$ cat src/rtl/mult_share_pkg.sv
// rtl/mult_share_pkg.sv - shared types and constants for the multiplier-sharing controller
package mult_share_pkg;

    // Controller FSM states
    typedef enum logic [1:0] {
        IDLE = 2'd0,
        WAIT = 2'd1,
        RESP = 2'd2
    } state_t;

    localparam int OP_W   = 8;
    localparam int PROD_W = 16;

    // Legal range of the settle window; the counter is sized for the maximum
    localparam int SETTLE_MIN = 1;
    localparam int SETTLE_MAX = 15;
    localparam int CNT_W      = $clog2(SETTLE_MAX + 1);

endpackage

$ cat src/rtl/mult_share_ctrl_rr_arbiter.sv
// rtl/mult_share_ctrl_rr_arbiter.sv - combinational round-robin arbiter, search starts after ptr
module rr_arbiter #(
    parameter int N_REQ = 4,
    parameter int ID_W  = $clog2(N_REQ)
) (
    input  logic [N_REQ-1:0] req,
    input  logic [ID_W-1:0]  ptr,
    output logic [N_REQ-1:0] grant,
    output logic [ID_W-1:0]  gnt_idx
);

    int              idx;
    logic [ID_W-1:0] cand;
    logic            found;

    // Walk ptr+1 .. ptr+N_REQ (mod N_REQ) and take the first asserted request
    always_comb begin
        grant   = '0;
        gnt_idx = '0;
        found   = 1'b0;
        idx     = 0;
        cand    = '0;
        for (int k = 1; k <= N_REQ; k++) begin
            idx  = (int'(ptr) + k) % N_REQ;
            cand = ID_W'(idx);
            if (!found && req[cand]) begin
                found       = 1'b1;
                grant[cand] = 1'b1;
                gnt_idx     = cand;
            end
        end
    end

endmodule

$ cat src/rtl/mult_share_ctrl.sv
// rtl/mult_share_ctrl.sv - round-robin issue controller sharing one 8x8 multiplier core (option: MULT_SHARE_ZERO_BYPASS_EN)
module mult_share_ctrl
    import mult_share_pkg::*;
#(
    parameter int N_REQ      = 4,
    parameter int SETTLE_CYC = 2,
    parameter int ID_W       = $clog2(N_REQ)
) (
    input  logic                  clk,
    input  logic                  rst_n,
    input  logic [N_REQ-1:0]      req_valid,
    output logic [N_REQ-1:0]      req_ready,
    input  logic [OP_W*N_REQ-1:0] req_a,
    input  logic [OP_W*N_REQ-1:0] req_b,
    output logic [OP_W-1:0]       mul_a,
    output logic [OP_W-1:0]       mul_b,
    input  logic [PROD_W-1:0]     mul_p,
    output logic                  rsp_valid,
    input  logic                  rsp_ready,
    output logic [ID_W-1:0]       rsp_id,
    output logic [PROD_W-1:0]     rsp_p,
    output logic                  busy
);

    state_t           state;
    state_t           state_nxt;
    logic [ID_W-1:0]  ptr;
    logic [ID_W-1:0]  id;
    logic [CNT_W-1:0] cnt;

    logic [N_REQ-1:0] grant;
    logic [ID_W-1:0]  gnt_idx;
    logic             any_req;
    logic [OP_W-1:0]  sel_a;
    logic [OP_W-1:0]  sel_b;
    logic             zero_op;

    rr_arbiter #(
        .N_REQ (N_REQ),
        .ID_W  (ID_W)
    ) u_arb (
        .req     (req_valid),
        .ptr     (ptr),
        .grant   (grant),
        .gnt_idx (gnt_idx)
    );

    assign any_req = |grant;
    assign sel_a   = req_a[int'(gnt_idx)*OP_W +: OP_W];
    assign sel_b   = req_b[int'(gnt_idx)*OP_W +: OP_W];

`ifdef MULT_SHARE_ZERO_BYPASS_EN
    // A zero operand makes the product trivially zero, so the core is skipped
    assign zero_op = (sel_a == '0) || (sel_b == '0);
`else
    assign zero_op = 1'b0;
`endif

    // State register
    always_ff @(posedge clk or negedge rst_n) begin
        if (!rst_n) begin
            state <= IDLE;
        end else begin
            state <= state_nxt;
        end
    end

    // Next-state and combinational outputs; req_ready is gated by reset
    always_comb begin
        state_nxt = state;
        req_ready = '0;
        busy      = (state != IDLE);
        case (state)
            IDLE: begin
                if (rst_n) begin
                    req_ready = grant;
                end
                if (any_req) begin
                    state_nxt = zero_op ? RESP : WAIT;
                end
            end
            WAIT: begin
                if (cnt == '0) begin
                    state_nxt = RESP;
                end
            end
            RESP: begin
                if (rsp_ready) begin
                    state_nxt = IDLE;
                end
            end
            default: state_nxt = IDLE;
        endcase
    end

    // Operand issue, settle countdown and product capture
    always_ff @(posedge clk or negedge rst_n) begin
        if (!rst_n) begin
            ptr       <= ID_W'(N_REQ - 1);
            id        <= '0;
            cnt       <= '0;
            mul_a     <= '0;
            mul_b     <= '0;
            rsp_valid <= 1'b0;
            rsp_id    <= '0;
            rsp_p     <= '0;
        end else begin
            case (state)
                IDLE: begin
                    if (any_req) begin
                        ptr <= gnt_idx;
                        id  <= gnt_idx;
                        cnt <= CNT_W'(SETTLE_CYC - 1);
                        if (zero_op) begin
                            rsp_p     <= '0;
                            rsp_id    <= gnt_idx;
                            rsp_valid <= 1'b1;
                        end else begin
                            mul_a <= sel_a;
                            mul_b <= sel_b;
                        end
                    end
                end
                WAIT: begin
                    if (cnt == '0) begin
                        rsp_p     <= mul_p;
                        rsp_id    <= id;
                        rsp_valid <= 1'b1;
                    end else begin
                        cnt <= cnt - 1'b1;
                    end
                end
                RESP: begin
                    if (rsp_ready) begin
                        rsp_valid <= 1'b0;
                    end
                end
                default: ;
            endcase
        end
    end

endmodule

$ cat config.mk
export PLATFORM = sky130hd
export DESIGN_NAME = mult_share_ctrl
export DESIGN_NICKNAME = d
export VERILOG_FILES = /design/src/rtl/mult_share_pkg.sv /design/src/rtl/mult_share_ctrl_rr_arbiter.sv /design/src/rtl/mult_share_ctrl.sv
export SDC_FILE = /design/constraint.sdc
export NUM_CORES = 1
export LEC_CHECK = 0
export BUFFER_PORTS_ARGS = -buffer_cell sky130_fd_sc_hd__buf_2
export CORE_MARGIN = 2
export CORE_UTILIZATION = 35
export CTS_BUF_LIST = sky130_fd_sc_hd__clkbuf_2
export CTS_CLUSTER_SIZE = 25
export DETAILED_ROUTE_END_ITERATION = 7
export HOLD_SLACK_MARGIN = 0.03
export MAX_ROUTING_LAYER = met4
export PLACE_DENSITY_LB_ADDON = 0.2
export SYNTH_ARGS = -nofsm -noshare
export SYNTH_HDL_FRONTEND = slang
export SYNTH_HIERARCHICAL = 1
export SYNTH_SLANG_ARGS = --single-unit
$ cat constraint.sdc
create_clock -name clk -period 3.8 [get_ports clk]
set_clock_uncertainty 0.15 [all_clocks]
set_input_delay 0.76 -clock clk [delete_from_list [all_inputs] [get_ports clk]]
set_output_delay 0.76 -clock clk [all_outputs]
set_load 0.01 [all_outputs]
== Yosys cells after proc, flatten, opt, wreduce, memory -nomap -nowiden ==
Cells that the tools add are included.
Storage, ports and cells
  output and inout bits: 40
  input port bits: 87
  word-level logic and storage cells: 93
  register bits: 45
Operators by class
  shift-type cells: 2
  add/sub/neg operators: 5
  equal/unequal tests: 6
  bitwise gates (word level): 3
  muxes and demuxes: 39
  reduce and logical (&&, ||, !) cells: 21
  $lt $le $gt $ge: 8
Operators with widths (count)
  32-bit by 6-bit indexed part select with 8-bit output: 2
  4-bit 2-to-1 mux: 8
  2-bit 2-to-1 mux: 7
  1-bit 2-to-1 mux: 13
  2-bit by 3-bit less-than comparator with 1-bit output (second input constant): 4
  4-bit OR: 3
  3-bit AND reduction: 3
  1-bit binary-select mux with 2-bit select: 4
  1-bit demux with 2-bit select: 4
  2-bit by 1-bit >= comparator with 1-bit output (second input constant): 4
  2-bit != test (second input constant): 4
  4-bit case mux with 2 select lines: 1
  1-bit logical AND: 7
  2-bit case mux with 3 select lines: 1
  2-bit nonzero test: 3
  2-bit by 1-bit adder with 2-bit output (second input constant): 2
  2-bit adder (second input constant): 2
  4-bit zero test: 1
  2-bit AND reduction: 2
  4-bit OR reduction: 1
  4-bit by 1-bit subtractor with 4-bit output (second input constant): 1
  1-bit zero test: 3
  2-bit by 1-bit == test with 1-bit output (second input constant): 1
  2-bit == test (second input constant): 1
  other kinds (2): 2

== Longest topological paths before layout ==
Gate-level depths: netlist of run 1.
  word-level depth: 16
  gate-level depth with buffers: 12
  gate-level depth less buffers: 9

== By module ==
The synthesis of run 1 kept the hierarchy.
Modules (own cells, without submodules)
  mult_share_ctrl: seq. area each 1128.6 µm², cells an instance 140, area each 2247.2 µm², instances 1
  rr_arbiter: seq. area each 0.0 µm², cells an instance 68, area each 545.5 µm², instances 1

== Least setup slack after synthesis of run 1 ==
Ideal clock, no wire load.
  path kind: reg-to-reg
  start: register ptr[0]
  end: register mul_a[0]
  required time: 3525 ps
  clock period less this slack: 3293 ps
  setup time: 125 ps
  buffers on the path: 3
  data arrival time: 3018 ps
  cell stages (with the launch flop): 13
  path slack: 507 ps
  cell sequence: dfstp_2 > buf_4 > inv_1 > ha_1 > buf_4 > mux4_2 > nand2_1 > o21ai_0 > a221o_2 > nor4_2 > nor2_2 > buf_4 > mux2_4
On the way
  cells in the longest elaborated chain, start to end: 15
Ends and longest elaborated chain
  start: declaration: line mult_share_ctrl.sv:27  | logic [ID_W-1:0] ptr;
  start signal: assignment: line mult_share_ctrl.sv:99  | ptr <= ID_W'(N_REQ - 1);
  start signal: assignment: line mult_share_ctrl.sv:111  | ptr <= gnt_idx;
  parallel branches: the longest is 12 deep, another holds 2-bit by 3-bit less-than comparator with 1-bit output
  4-bit 2-to-1 mux (*): line mult_share_ctrl_rr_arbiter.sv:26  | if (!found && req[cand]) begin
  net grant[2]: line mult_share_ctrl.sv:31  | logic [N_REQ-1:0] grant;
  4-bit OR reduction (*): line mult_share_ctrl.sv:48  | assign any_req = |grant;
  2-bit AND reduction (no source line) (*)
  end signal: assignment: line mult_share_ctrl.sv:119  | mul_a <= sel_a;
  end: declaration: line mult_share_ctrl.sv:15  | output logic [OP_W-1:0] mul_a,
Mark *: on every way through the listed nets, which the timed path passes. The select of a mux whose other input is x is not followed.
A chain may end at the register's enable or synchronous reset.

== Final worst setup path of run 1 ==
  start: register ptr[0]
  end: output port req_ready[1]
On the way
  cells in the longest elaborated chain, start to end: 15
Ends and longest elaborated chain
  parallel branches: the longest is 12 deep, another holds 2-bit by 3-bit less-than comparator with 1-bit output
  4-bit 2-to-1 mux (*): line mult_share_ctrl_rr_arbiter.sv:26
  net grant[1]: line mult_share_ctrl.sv:31
  4-bit 2-to-1 mux (*): line mult_share_ctrl.sv:75  | if (rst_n) begin
  4-bit 2-to-1 mux (*): line mult_share_ctrl.sv:73  | case (state)
  end: declaration: line mult_share_ctrl.sv:12  | output logic [N_REQ-1:0] req_ready,
Marked as above.

==> results by group, run 1 <==
Power
  • P_int: 1890 uW
  • Peak VDD IR: 364 uV
  • Clock Power Share: 0.065
  • Leakage: 0.00170 uW
  • Sw Share: 0.393
  • Pwr Density: 875 nW/um^2
  • Gate power share: 0.660
  • Sw Pwr: 1230 uW
  • Reg power frac: 0.275

Logic synthesis
  • Most numerous cell in the Yosys netlist: dfrtp_1
  • Avg Cell Area, Syn: 13.4 sq um
  • Synth warn: 6
  • Area leader, netlist: dfrtp_1
  • Synth area leaders: dfrtp_1 (39%), mux4_2 (8.1%), mux4_1 (7.5%)
  • Post-synthesis simple-gate area fraction: 0.0865
  • Sequential area share after synthesis: 0.404
  • Compound-Gate Fraction of Synth Area: 0.0833
  • Synth Instances: 208
  • Synth Area in XOR/XNOR: 0
  • Post-Synth Adder-Cell Area: 0.0403
  • Synth Register Bits: 45
  • Cell area after synthesis: 2790 sq um
  • Syn Nets: 304
  • Synth top cells by count: dfrtp_1 (43), mux2_1 (18), mux2_2 (14)
  • Multiplexer share of the synthesized area: 0.332
  • Post-synth EDFFs: 0
  • Synth top area share: 0.385
  • Largest family of logic cells by synthesized area: multiplexers
  • Async set-reset flop share out of synthesis: 1.00
  • Ys flop type: dfrtp_1
  • Unique masters post-synth: 43

Global route
  • GRT Overall Usage: 0.148
  • Largest net degree at the start of global routing: between 40 and 50
  • Vias in the first global route: 2071
  • First-pass GRT wire length: 9940 microns
  • Initial antenna violation count: 0
  • Overflow after GRT: 0

Route
  • Final wirelength: 6130 microns
  • Routed len/inst: 14.0 microns
  • Initial DRT Pass Iterations: 4
  • # DRC: 0
  • Via density: 5.02
  • DRT iter0 DRCs: 63
  • Via count: ~2200
  • Antenna-violating nets left: 0

Floorplanning
  • CORE AREA: 7730 sq um
  • Total I/O pin count: about 130
  • Die Footprint: around 8700 sq um
  • Rows: 32
  • Die width: 93.3 microns
  • Initial Util: 0.361
  • Die height: 93.3 microns

Clocking
  • Num CTS Buffers: 5
  • CTS root buf: clkbuf_2
  • Number of H-tree branching levels: 2
  • # clock sinks: 45
  • Clk pin slew, worst setup/hold paths: roughly 0.24 ns
  • CTS tree: built
  • Clock Latency Late Sink: 0.40 ns
  • Clock tree buffer depth: 2

Place
  • Port bufs: 126
  • Dpl hpwl: roughly 4600 microns
  • Gpl congestion: 0.771
  • Placed instance area: 3500 sq um

Run
  • Max-cap check violation count: 0

STA
  • Fin. max-slew vios: 0
  • Highest Clock Rate: 0.284 GHz
  • Final Setup Violations: 0
  • Worst Tran Pin Value: 0.998 ns
  • Slew headroom: 0.333
  • Minimum clock period: 3.52 ns
  • Fin crit share: 0.927
  • Final hold vios: 0
  • RSZ-0062 raised after global routing: no
  • Setup TNS: 0 ns

Hold path
  • HP Class: primary input to async pin

Setup path
  • Critical path launch point type: register
  • Req. time, crit path: between 2 and 3 ns
  • Arrival @ worst endpoint: 2.61 ns
  • Critical path fanouts, max: 9
  • FF-to-FF Start: ptr[0]
  • Setup crit start: ptr[0]
  • Crit path kind: register to primary output
  • Crit end category: primary output

Cells and area
  • Antenna cells: 0
  • Final Instance Area: 3560 sq um
  • Layout cells sized above 1: 0.561
  • Layout Nets: 430
  • Synth-to-Final Area Change: 27.5%

Status
  • Run status: completed
cells by family after synthesis:
family / Yosys count
buf+inv: 22
compound gates: 30
mux: 59
fa+ha+maj: 9
flops: 45
simple gates: 43
power by group through the flow:
stage          combinational, uW  sequential [uW]  clock [uW]
2_1_floorplan               1450              983           0
6_report                    2060              857         203
5_1_grt                     2260              895         235
4_1_cts                     2070              862         217
3_5_place_dp                2070              871           0
3_3_place_gp                2040              866           0
worst max-delay path, cell delays in order, from the launching register on:
cell and delay, ns:
dfstp_2 0.57, inv_1 0.11, ha_4 0.35, mux4_2 0.39, nand2_1 0.12, o21ai_0 0.08
a221o_2 0.32, and3_1 0.16, buf_2 0.13
layout by cell type (no fill, tap or decap), types with 8 or more instances in the layout:
| cell | n |
|---|---|
| buf_2 | 126 |
| dfrtp_1 | 43 |
| mux2_1 | 18 |
| mux2_2 | 14 |
| nand2_1 | 12 |
| mux4_2 | 10 |
| o21ai_0 | 9 |
| inv_1 | 8 |
| mux2_4 | 8 |
| mux4_1 | 8 |
| ha_1 | 8 |
layout make-up:
type	count	area [sq um]
multi-input combinational	141	1530
timing repair buffer	133	696
sequential	45	1130
inverter	8	30.0
clock inverter	2	15.0
fill	697	4170
tap	102	128
clock buffer	6	30.0
routing by layer:
metal,track usage,vias to the layer above,part of all wire
met4,0.0257,0,0.0059
met2,0.255,96,0.49
met5,-,-,0
li1,-,1051,-
met1,0.185,1044,0.43
met3,0.0274,4,0.067
repair_timing:
action | in CTS | in global routing
hold endpoints to repair | 0 | 0
hold buffers | 0 | 0
resized for setup | 0 | 2
buffers inserted | 0 | 0
setup endpoints to repair | 0 | 4
through the flow:
step	std cells	hold WS, ns	util	total power, uW	setup slack, ns
2_1_floorplan	208	0.304	-	2430	0.507
3_3_place_gp	429	0.318	0.453	2900	0.506
3_5_place_dp	429	0.326	0.453	2940	0.493
4_1_cts	437	0.326	0.459	3150	0.0640
5_1_grt	437	0.320	0.461	3390	0.0584
6_report	437	0.314	0.461	3120	0.277
final timing paths:
path                                 to  slack (ns)  cells after the start
hold reg to reg               rsp_p[14]        0.37                      1
max in group asynchronous        ptr[0]        2.78                      2
setup / recovery           req_ready[1]        0.28                      8
hold / removal                 mul_a[6]        0.31                      2
min in group clk              rsp_p[14]        0.37                      1
setup reg to reg               mul_a[3]        0.66                     10
sequential cells by signal, indices dropped and copies added (netlist names):
register / cells
state: 2
rsp_id: 2
ptr: 2
mul_b: 8
id: 2
rsp_p: 16
mul_a: 8
cnt: 4
rsp_valid: 1
Note: power is estimated with default switching activity, not from simulation.
==> run 2: changes to the inputs <==
--- a/constraint.sdc
+++ b/constraint.sdc
@@ -4,2 +4,2 @@
 set_output_delay 0.76 -clock clk [all_outputs]
-set_load 0.01 [all_outputs]
+set_load 0.005 [all_outputs]
==> results by group, run 2 (synthesis results as in run 1) <==
Status
  • Run status: completed

Cells and area
  • Top reg by flops: rsp_p
  • Layout Nets: ~430
  • Non-filler cells, final: 438
  • Layout cells sized above 1: 0.563
  • Most common cell after layout, fill and taps aside: buf_2
  • Fillers: 730
  • Most frequent cells in the layout: buf_2 (126), dfrtp_1 (43), mux2_1 (18)
  • Area of the multi-input gates: roughly 1500 sq um
  • Antenna cells: 0
  • Synth-to-Final Area Change: 28.6%
  • Top flop regs: rsp_p (16), mul_a (8), mul_b (8)
  • Max reg flops: 16
  • Reg area: 1130 sq um

Setup path
  • FF-to-FF Start: ptr[1]
  • Reg2reg end: mul_a[3]
  • Crit path cell chain: buf_4 -> mux4_2 -> a211oi_2 -> a221o_2 -> and3_1 -> buf_2
  • Buffers & Inverters on Critical Path: 2
  • CP top delay family: multiplexers
  • Flop-to-flop setup slack: 0.70 ns
  • Setup crit start: ptr[0]
  • Critical path fanouts, max: 19
  • Critical path launch point type: register
  • Crit path kind: register to primary output
  • Crit end category: primary output
  • Req. time, crit path: 2.89 ns
  • Arrival @ worst endpoint: 2.64 ns
  • Critical path depth: 6
  • Crit path capture: req_ready[1]
  • Slowest Stage Delay on Critical Path: ~0.60 ns
  • Worst path slowest cell: mux4_2
  • FF-to-FF path depth: 10

Power
  • Leakage: about 0.0017 uW
  • Pwr Density: about 860 nW/um^2
  • Tot Pwr: just over 3000 uW
  • Peak VDD IR: ~330 uV

Route
  • Via count: roughly 2200
  • # DRC: 0
  • Routed len/inst: 14.0 microns
  • Final wirelength: 6120 microns
  • DRT iter0 DRCs: between 40 and 50
  • Via density: 5.04
  • Antenna-violating nets left: 0
  • Initial DRT Pass Iterations: 4

Global route
  • Initial antenna violation count: 0
  • GRT Overall Usage: 0.147
  • Vias in the first global route: 2118
  • Largest net degree at the start of global routing: 46
  • First-pass GRT wire length: 9830 microns
  • Overflow after GRT: 0

STA
  • Worst Tran Pin Value: between 1 and 1.5 ns
  • Highest Clock Rate: 0.281 GHz
  • Minimum clock period: 3.55 ns
  • Fin. max-slew vios: 0
  • Setup TNS: 0 ns
  • Hold slack: ~0.29 ns
  • Slew headroom: 0.307
  • Fin crit share: 0.935
  • Final Setup Violations: 0
  • RSZ-0062 raised after global routing: no
  • Final hold vios: 0

Place
  • Port bufs: 126
  • Inst Count DP: 428
  • Gpl congestion: just under 0.8
  • Dpl hpwl: 4700 microns

Floorplanning
  • Die height: 93.3 microns
  • CORE AREA: 7730 sq um
  • Die width: roughly 93 microns
  • Initial Util: 0.361
  • Die Footprint: 8710 sq um
  • Total I/O pin count: approximately 130
  • Rows: 32

Clocking
  • Clock Latency Late Sink: 0.40 ns
  • Hold_buf cts: 0
  • CTS tree: built
  • # clock sinks: 45
  • Clk pin slew, worst setup/hold paths: 0.23 ns
  • Clock tree buffer depth: 2
  • Number of H-tree branching levels: 2
  • Num CTS Buffers: 5
  • CTS root buf: clkbuf_2

Run
  • Max-cap check violation count: 0

Hold path
  • HP Class: primary input to async pin
run 2: cell types whose count changed in the layout (fill, tap and decap cells not counted), sizes merged:
cell / delta
bufinv: +1
buf: +1
clkinv: +1
clkinvlp: -2
run 2: cell type report:
type | instances | area share
clock buffers | 6 | 0.00836
flip-flops and latches | 45 | 0.314
inverters | 8 | 0.00836
clock inverters | 2 | 0.0108
well taps | 102 | 0.0355
repair buffers | 134 | 0.196
multi-input cells | 141 | 0.427
run 2: stage by stage:
stage           util  instance area (sq um)  setup WS, ns
3_5_place_dp   0.452                   3500         0.414
6_report       0.465                   3590         0.246
4_1_cts        0.462                   3570        0.0581
2_1_floorplan      -                   2790         0.507
5_1_grt        0.465                   3590        0.0309
3_3_place_gp   0.452                   3500         0.484
run 2: worst min path at each step:
| stage | depth (start not counted) | slack (ns) | startpoint | to |
|---|---|---|---|---|
| after floorplan | 1 | 0.30 | id[0] | rsp_id[0] |
| after global placement | 1 | 0.32 | id[1] | rsp_id[1] |
| after detailed placement | 1 | 0.32 | id[0] | rsp_id[0] |
| after CTS | 2 | 0.30 | rst_n | cnt[3] |
| after global routing | 2 | 0.30 | rst_n | cnt[3] |
| final | 2 | 0.29 | rst_n | cnt[3] |
run 2: what timing repair did:
action | 4_1_cts | 5_1_grt
pin swaps | 0 | 0
gates resized for setup | 1 | 1
endpoints found under the setup margin | 1 | 4
buffers inserted | 0 | 2
cloned | 0 | 0
run 2: routing by layer:
| metal | wire (microns) | vias to the layer above | track usage |
|---|---|---|---|
| li1 | - | 1046 | - |
| met1 | 2570 | 1064 | 0.173 |
| met2 | 2990 | 84 | 0.247 |
| met3 | 419 | 15 | 0.0306 |
| met4 | 139 | 0 | 0.0564 |
| met5 | 0 | - | - |
run 2: power breakdown:
part / internal [uW] / switching (uW) / leakage, uW
logic: 1100 / 862 / 0.00115
clock network: 115 / 147 / 0.0000432
registers: 740 / 125 / 0.000530
total: 1960 / 1130 / 0.00172
